--- src/rtl/intc_pkg.sv ---
// Shared types and helpers for the interrupt controller.
// State encoding, default ISR layout and the fixed-priority encoder.
package intc_pkg;

    typedef enum logic [1:0] {
        IDLE    = 2'd0,
        REQ     = 2'd1,
        SERVICE = 2'd2
    } state_t;

    localparam logic [15:0] DEF_ISR_BASE   = 16'h0040;
    localparam int          DEF_ISR_STRIDE = 4;
    localparam int          MAX_IRQ        = 16;
    localparam int          MAX_VEC_W      = 4;

    // Lowest set index wins; zero input returns zero.
    function automatic logic [MAX_VEC_W-1:0] prio_enc(
        input logic [MAX_IRQ-1:0] v
    );
        prio_enc = '0;
        for (int i = MAX_IRQ - 1; i >= 0; i--) begin
            if (v[i]) prio_enc = MAX_VEC_W'(i);
        end
    endfunction

endpackage

--- src/rtl/interrupt_controller_if.sv ---
// Sequencer <-> interrupt controller bundle.
// master = sequencer/data path side, slave = controller side.
interface interrupt_controller_if #(
    parameter int NUM_IRQ = 8,
    parameter int VEC_W   = 3,
    parameter int ADDR_W  = 16
) ();
    logic [NUM_IRQ-1:0] irqIn;
    logic [NUM_IRQ-1:0] maskIn;
    logic               MASKld;
    logic               MASKclr;
    logic               intDisable;
    logic               intEnable;
    logic               clrPend;
    logic               eoi;
    logic               intPending;
    logic [VEC_W-1:0]   intVector;
    logic [ADDR_W-1:0]  isrAddr;
    logic               inService;
    logic [NUM_IRQ-1:0] pendBits;
    logic [NUM_IRQ-1:0] maskBits;

    modport master (
        output irqIn, maskIn, MASKld, MASKclr,
        output intDisable, intEnable, clrPend, eoi,
        input  intPending, intVector, isrAddr,
        input  inService, pendBits, maskBits
    );

    modport slave (
        input  irqIn, maskIn, MASKld, MASKclr,
        input  intDisable, intEnable, clrPend, eoi,
        output intPending, intVector, isrAddr,
        output inService, pendBits, maskBits
    );
endinterface

--- src/rtl/irq_sync_edge.sv ---
// Two-flop synchronizer followed by a registered rising-edge pulse.
// A rise sampled at edge E gives a one-cycle pulse after edge E+2.
module irq_sync_edge (
    input  logic clk,
    input  logic reset_n,
    input  logic i_irq,
    output logic o_pulse
);
    logic r_s1;
    logic r_s2;
    logic r_prev;
    logic r_pulse;

    always_ff @(posedge clk or negedge reset_n) begin
        if (!reset_n) begin
            r_s1    <= 1'b0;
            r_s2    <= 1'b0;
            r_prev  <= 1'b0;
            r_pulse <= 1'b0;
        end else begin
            r_s1    <= i_irq;
            r_s2    <= r_s1;
            r_prev  <= r_s2;
            r_pulse <= r_s2 & ~r_prev;
        end
    end

    assign o_pulse = r_pulse;
endmodule

--- src/rtl/interrupt_controller.sv ---
// Pending/mask/enable interrupt controller feeding the sequencer
// a single request plus the vector and ISR entry address.
module interrupt_controller
    import intc_pkg::*;
#(
    parameter int                NUM_IRQ    = 8,
    parameter int                VEC_W      = 3,
    parameter int                ADDR_W     = 16,
    parameter logic [ADDR_W-1:0] ISR_BASE   = ADDR_W'(DEF_ISR_BASE),
    parameter int                ISR_STRIDE = DEF_ISR_STRIDE
) (
    input  logic                  clk,
    input  logic                  reset_n,
    interrupt_controller_if.slave intc
);
    localparam int SHIFT = $clog2(ISR_STRIDE);

    logic [NUM_IRQ-1:0] w_edge;
    logic [NUM_IRQ-1:0] w_elig;
    logic [NUM_IRQ-1:0] w_clr;
    logic [VEC_W-1:0]   w_top;
    logic               w_ack;

    state_t             r_state;
    logic [NUM_IRQ-1:0] r_pend;
    logic [NUM_IRQ-1:0] r_mask;
    logic               r_en;
    logic [VEC_W-1:0]   r_vec;
    logic [ADDR_W-1:0]  r_addr;
    logic               r_req;
    logic               r_svc;

    for (genvar g = 0; g < NUM_IRQ; g++) begin : g_sync
        irq_sync_edge u_sync (
            .clk     (clk),
            .reset_n (reset_n),
            .i_irq   (intc.irqIn[g]),
            .o_pulse (w_edge[g])
        );
    end

    function automatic logic [ADDR_W-1:0] addr_of(
        input logic [VEC_W-1:0] v
    );
        addr_of = ISR_BASE + (ADDR_W'(v) << SHIFT);
    endfunction

    assign w_elig = r_pend & r_mask;
    assign w_top  = VEC_W'(prio_enc(MAX_IRQ'(w_elig)));
    assign w_ack  = (r_state == REQ) && intc.clrPend;
    assign w_clr  = w_ack ? (NUM_IRQ'(1) << r_vec) : '0;

    // New edge is OR-ed after the clear so a coincident event survives.
    always_ff @(posedge clk or negedge reset_n) begin
        if (!reset_n) begin
            r_pend <= '0;
            r_mask <= '0;
            r_en   <= 1'b0;
        end else begin
            r_pend <= (r_pend & ~w_clr) | w_edge;
            if (intc.MASKclr)     r_mask <= '0;
            else if (intc.MASKld) r_mask <= intc.maskIn;
            if (intc.intDisable)     r_en <= 1'b0;
            else if (intc.intEnable) r_en <= 1'b1;
        end
    end

    always_ff @(posedge clk or negedge reset_n) begin
        if (!reset_n) begin
            r_state <= IDLE;
            r_vec   <= '0;
            r_addr  <= ISR_BASE;
            r_req   <= 1'b0;
            r_svc   <= 1'b0;
        end else begin
            case (r_state)
                IDLE: begin
                    if (r_en && (w_elig != '0)) begin
                        r_state <= REQ;
                        r_vec   <= w_top;
                        r_addr  <= addr_of(w_top);
                        r_req   <= 1'b1;
                    end
                end
                REQ: begin
                    if (intc.clrPend) begin
                        r_state <= SERVICE;
                        r_req   <= 1'b0;
                        r_svc   <= 1'b1;
                    end else if (!r_en || !w_elig[r_vec]) begin
                        r_state <= IDLE;
                        r_req   <= 1'b0;
                    end
                end
                SERVICE: begin
                    if (intc.eoi) begin
                        r_state <= IDLE;
                        r_svc   <= 1'b0;
                    end
                end
                default: begin
                    r_state <= IDLE;
                    r_req   <= 1'b0;
                    r_svc   <= 1'b0;
                end
            endcase
        end
    end

    assign intc.intPending = r_req;
    assign intc.intVector  = r_vec;
    assign intc.isrAddr    = r_addr;
    assign intc.inService  = r_svc;
    assign intc.pendBits   = r_pend;
    assign intc.maskBits   = r_mask;
endmodule

--- src/flat_wrapper.sv ---
// flat-port wrapper written by rule: the top's interface ports become plain ports
module interrupt_controller_flat import intc_pkg::*;
#(
    parameter int                NUM_IRQ    = 8,
    parameter int                VEC_W      = 3,
    parameter int                ADDR_W     = 16,
    parameter logic [ADDR_W-1:0] ISR_BASE   = ADDR_W'(DEF_ISR_BASE),
    parameter int                ISR_STRIDE = DEF_ISR_STRIDE
)
  (clk, reset_n, intc_irqIn, intc_maskIn, intc_MASKld, intc_MASKclr, intc_intDisable, intc_intEnable, intc_clrPend, intc_eoi, intc_intPending, intc_intVector, intc_isrAddr, intc_inService, intc_pendBits, intc_maskBits);
  interrupt_controller_if #(.NUM_IRQ(NUM_IRQ), .VEC_W(VEC_W), .ADDR_W(ADDR_W)) intc_i ();
  input  logic clk;
  input  logic reset_n;
  input wire logic [$bits(intc_i.irqIn)-1:0] intc_irqIn;
  input wire logic [$bits(intc_i.maskIn)-1:0] intc_maskIn;
  input wire logic [$bits(intc_i.MASKld)-1:0] intc_MASKld;
  input wire logic [$bits(intc_i.MASKclr)-1:0] intc_MASKclr;
  input wire logic [$bits(intc_i.intDisable)-1:0] intc_intDisable;
  input wire logic [$bits(intc_i.intEnable)-1:0] intc_intEnable;
  input wire logic [$bits(intc_i.clrPend)-1:0] intc_clrPend;
  input wire logic [$bits(intc_i.eoi)-1:0] intc_eoi;
  output wire logic [$bits(intc_i.intPending)-1:0] intc_intPending;
  output wire logic [$bits(intc_i.intVector)-1:0] intc_intVector;
  output wire logic [$bits(intc_i.isrAddr)-1:0] intc_isrAddr;
  output wire logic [$bits(intc_i.inService)-1:0] intc_inService;
  output wire logic [$bits(intc_i.pendBits)-1:0] intc_pendBits;
  output wire logic [$bits(intc_i.maskBits)-1:0] intc_maskBits;
  assign intc_i.irqIn = intc_irqIn;
  assign intc_i.maskIn = intc_maskIn;
  assign intc_i.MASKld = intc_MASKld;
  assign intc_i.MASKclr = intc_MASKclr;
  assign intc_i.intDisable = intc_intDisable;
  assign intc_i.intEnable = intc_intEnable;
  assign intc_i.clrPend = intc_clrPend;
  assign intc_i.eoi = intc_eoi;
  assign intc_intPending = intc_i.intPending;
  assign intc_intVector = intc_i.intVector;
  assign intc_isrAddr = intc_i.isrAddr;
  assign intc_inService = intc_i.inService;
  assign intc_pendBits = intc_i.pendBits;
  assign intc_maskBits = intc_i.maskBits;
  interrupt_controller #(.NUM_IRQ(NUM_IRQ), .VEC_W(VEC_W), .ADDR_W(ADDR_W), .ISR_BASE(ISR_BASE), .ISR_STRIDE(ISR_STRIDE)) u_core (.clk(clk), .reset_n(reset_n), .intc(intc_i));
endmodule
--- config.mk ---
export PLATFORM = sky130hd
export DESIGN_NAME = interrupt_controller_flat
export DESIGN_NICKNAME = d
export VERILOG_FILES = /design/src/rtl/intc_pkg.sv /design/src/rtl/interrupt_controller_if.sv /design/src/rtl/irq_sync_edge.sv /design/src/rtl/interrupt_controller.sv /design/src/flat_wrapper.sv
export SDC_FILE = /design/constraint.sdc
export NUM_CORES = 1
export LEC_CHECK = 0
export CORE_MARGIN = 5
export CORE_UTILIZATION = 30
export CTS_BUF_LIST = sky130_fd_sc_hd__clkbuf_2
export DETAILED_ROUTE_END_ITERATION = 10
export GPL_ROUTABILITY_DRIVEN = 0
export PLACE_DENSITY = 0.58
export SYNTH_ARGS = -nofsm -noshare
export SYNTH_HDL_FRONTEND = slang
export SYNTH_HIERARCHICAL = 1
export SYNTH_SLANG_ARGS = --single-unit
--- constraint.sdc ---
create_clock -name clk -period 1.6 [get_ports clk]
set_input_delay 0.16 -clock clk [delete_from_list [all_inputs] [get_ports clk]]
set_output_delay 0.16 -clock clk [all_outputs]
set_load 0.02 [all_outputs]
==> out/results.txt, run 1 <==
Placement Setup Slack -> -120 ps
Clock skew -> 18.4 ps
Fmax -> 654 MHz
Final Setup Violations -> 0
Vias -> 1,418
Ratio of cells with drive above 1 in the final layout -> 0.183
Post-Syn Area -> 2210 µm²
Initial antenna violation count -> 0
Tmin final -> 1530 ps
DRT antenna net count -> 0
Final worst slack -> 69.9 ps
Drt wl/cell -> 12.7 µm
MaxCap Viol Count -> 0
CP endpoint kind -> register
M1 WL -> 1.74 mm
DR WL met2 -> 2.08 mm
Status -> completed
Final Hold Fails -> 0
H-tree depth -> 2
Vias per cell -> 4.32
Crit share post-route -> 0.956
Die Width -> 95.9 µm
CP cell instances -> buf_4, inv_1, or2_4, or3b_1, a21o_1
Most frequent cells in the layout -> 49 x dfrtp_1, 22 x clkdlybuf4s50_1, 22 x dlygate4sd2_1, 14 x nand2_1
Initial core utilization -> 0.307
Commonest non-fill, non-tap cell in the layout -> dfrtp_1
WL final -> 4.15 mm
DRT Pass-1 Iters -> 4
Worst-skew pair later-pin latency -> 430 ps
Crit path max fanout -> 4
Detailed Route Iter0 Violations -> 157
Global-route wire length before repair -> 6.93 mm
Crit path largest cell delay -> 450 ps
Met3 wire length -> 310 µm
Grt ovf -> 0
WS Path Type -> reg -> reg
Port buffer count -> 47
Sw Share -> 0.329
VDD IR max -> 0.507 mV
Die area -> 9190 µm²
I/O pin total -> 61
DR top layer -> met4
Pwr Density -> 1080 nW/µm²
Combinational power share -> 0.291
TritonCTS Buffers -> 5
Crit-path slowest cell -> dfrtp_1
Util after Layout -> 0.395
Required @ worst endpoint -> 1950 ps
Antenna cell count -> 0
CTS sink cnt -> 56
Vias in the first global route -> 1,403
Drt drc -> 0
Slew Limit Fails -> 0
Worst EP arrival -> 1880 ps
Synth warn -> 6
Clk root buf -> clkbuf_2
Largest net degree at the start of global routing -> 57
Sequential element share of the synthesized area -> 0.633
Gr usage total -> 0.0979
Switching power total -> 1020 µW
Die Y -> 95.9 µm
Crit start category -> register
RSZ-0062 raised after global routing -> false
Nets -> 252
Area Overhead vs Synth -> 28.9%
Internal power -> 2080 µW
Post-synthesis cell count -> 169
HP Class -> in -> reg
Core ar. -> 7210 µm²
Hpwl dp -> 2.96 mm
Syn Area/Cell -> 13.1 µm²
Max Root-Sink Buffers -> 2
WP buf/inv -> 2
Number of distinct library cells after synthesis -> 34
Post-synthesis register bit count -> 56
Sequential power share -> 0.539
CP top delay family -> simple AND/OR/NAND/NOR gates
TritonCTS clock tree -> done
Row cnt -> 31
Clock share of power -> 0.170
P_leak -> 0.00127 µW
Clk slew on worst S/H paths -> 270 ps
==> final timing paths <==
| kind | end | slack [ps] | depth (start not counted) | startpoint |
|---|---|---|---|---|
| max in group asynchronous | u_core/intc.maskBits[2]$_DFFE_PN0P_ | 1140 | 3 | reset_n |
| worst min-delay path | u_core/g_sync[1].u_sync/r_s1$_DFF_PN0_ | 120 | 1 | intc_irqIn[1] |
| worst max-delay path | u_core/intc.pendBits[5]$_DFF_PN0_ | 70 | 5 | u_core/intc.intVector[2]$_DFFE_PN0P_ |
| min in group asynchronous | u_core/g_sync[0].u_sync/r_prev$_DFF_PN0_ | 200 | 3 | reset_n |
| worst max register to register | u_core/intc.pendBits[5]$_DFF_PN0_ | 70 | 5 | u_core/intc.intVector[2]$_DFFE_PN0P_ |
| worst min register to register | u_core/g_sync[7].u_sync/r_s2$_DFF_PN0_ | 380 | 0 | u_core/g_sync[7].u_sync/r_s1$_DFF_PN0_ |
==> through the flow <==
| step | hold WS, ps | instances | setup TNS (ps) | cell area [µm²] | power, µW |
|---|---|---|---|---|---|
| after floorplan | -136 | 180 | 0 | 2250 | 2220 |
| after global placement | 182 | 313 | -166 | 2770 | 2610 |
| after detailed placement | 184 | 313 | -223 | 2770 | 2620 |
| after CTS | 76.0 | 328 | 0 | 2850 | 3140 |
| after global routing | 38.4 | 328 | 0 | 2850 | 3310 |
| final | 121 | 328 | 0 | 2850 | 3090 |
==> per-layer routing <==
| metal | vias to the layer above | GRT usage |
|---|---|---|
| li1 | 674 | - |
| met2 | 48 | 0.155 |
| met1 | 694 | 0.128 |
| met3 | 2 | 0.0297 |
| met4 | 0 | 0.0332 |
| met5 | - | 0 |
==> cell usage after synthesis <==
library cell  number  share of area
a21o_1             6          0.020
a21oi_1            4         0.0091
a222oi_1           1         0.0045
a22o_1             1         0.0040
a22oi_1            5          0.017
a32o_1             2         0.0091
a41o_1             1         0.0045
and4_1             1         0.0040
and4bb_2           1         0.0057
buf_1              1         0.0017
buf_4             16          0.054
clkbuf_1           3         0.0051
conb_1             2         0.0034
dfrtp_1           56           0.63
inv_1              1         0.0017
mux2i_1            8          0.036
mux4_2             1          0.010
nand2_1           14          0.024
nand2b_1           3         0.0085
nand3_1            1         0.0023
nand3b_1           2         0.0068
nand3b_2           1         0.0051
nand4_1            1         0.0028
nand4b_1           2         0.0079
nand4bb_1          1         0.0051
nor2_1            13          0.022
nor2b_1            1         0.0028
nor2b_4            8          0.050
nor3b_1            1         0.0034
o21ai_0            4         0.0091
o22a_1             1         0.0040
o31ai_1            2         0.0068
or2_4              1         0.0040
or3b_1             3          0.012
==> power by group through the flow <==
stage                     registers, µW  clock network, µW  logic (µW)
after CTS                          1670                557         909
after global placement             1720                  0         892
after global routing               1700                628         985
final                              1670                526         899
after floorplan                    1800                  0         423
after detailed placement           1720                  0         902
==> area by class of cell <==
type,instances,area [µm²]
sequential,56,1410
tap,99,124
inverter,1,3.75
timing repair buffer,61,548
clock buffer,5,25.0
fill,726,4360
clock inverter,3,18.8
multi-input combinational,103,722
==> logic make-up after synthesis <==
| family | synth area share |
|---|---|
| DFF | 0.633 |
| and+or+nand+nor | 0.166 |
| AOI/OAI and AO/OA | 0.0882 |
| buffers and inverters | 0.0628 |
| muxes | 0.0464 |
| other | 0.00339 |
==> registers in the layout (all words and copies together) (netlist names) <==
register	count
u_core/g_sync.u_sync/o_pulse	8
u_core/g_sync.u_sync/r_prev	8
u_core/g_sync.u_sync/r_s1	8
u_core/g_sync.u_sync/r_s2	8
u_core/intc.inService	1
u_core/intc.intPending	1
u_core/intc.intVector	3
u_core/intc.maskBits	8
u_core/intc.pendBits	8
u_core/r_en	1
u_core/r_state	2
==> timing repair <==
item                                    CTS  global route
endpoints found under the hold margin    56             0
setup buffers                             6             0
hold buffers                              1             0
endpoints found under the setup margin   24             3
gates resized for setup                  31             5
Power figures use the tool's default switching activity.
==> run 2: changes to the inputs <==
Settings changed: SLEW_MARGIN set to 20.
==> results of run 2 <==
No change in the layout: final DEF, timing and power equal those of run 1.
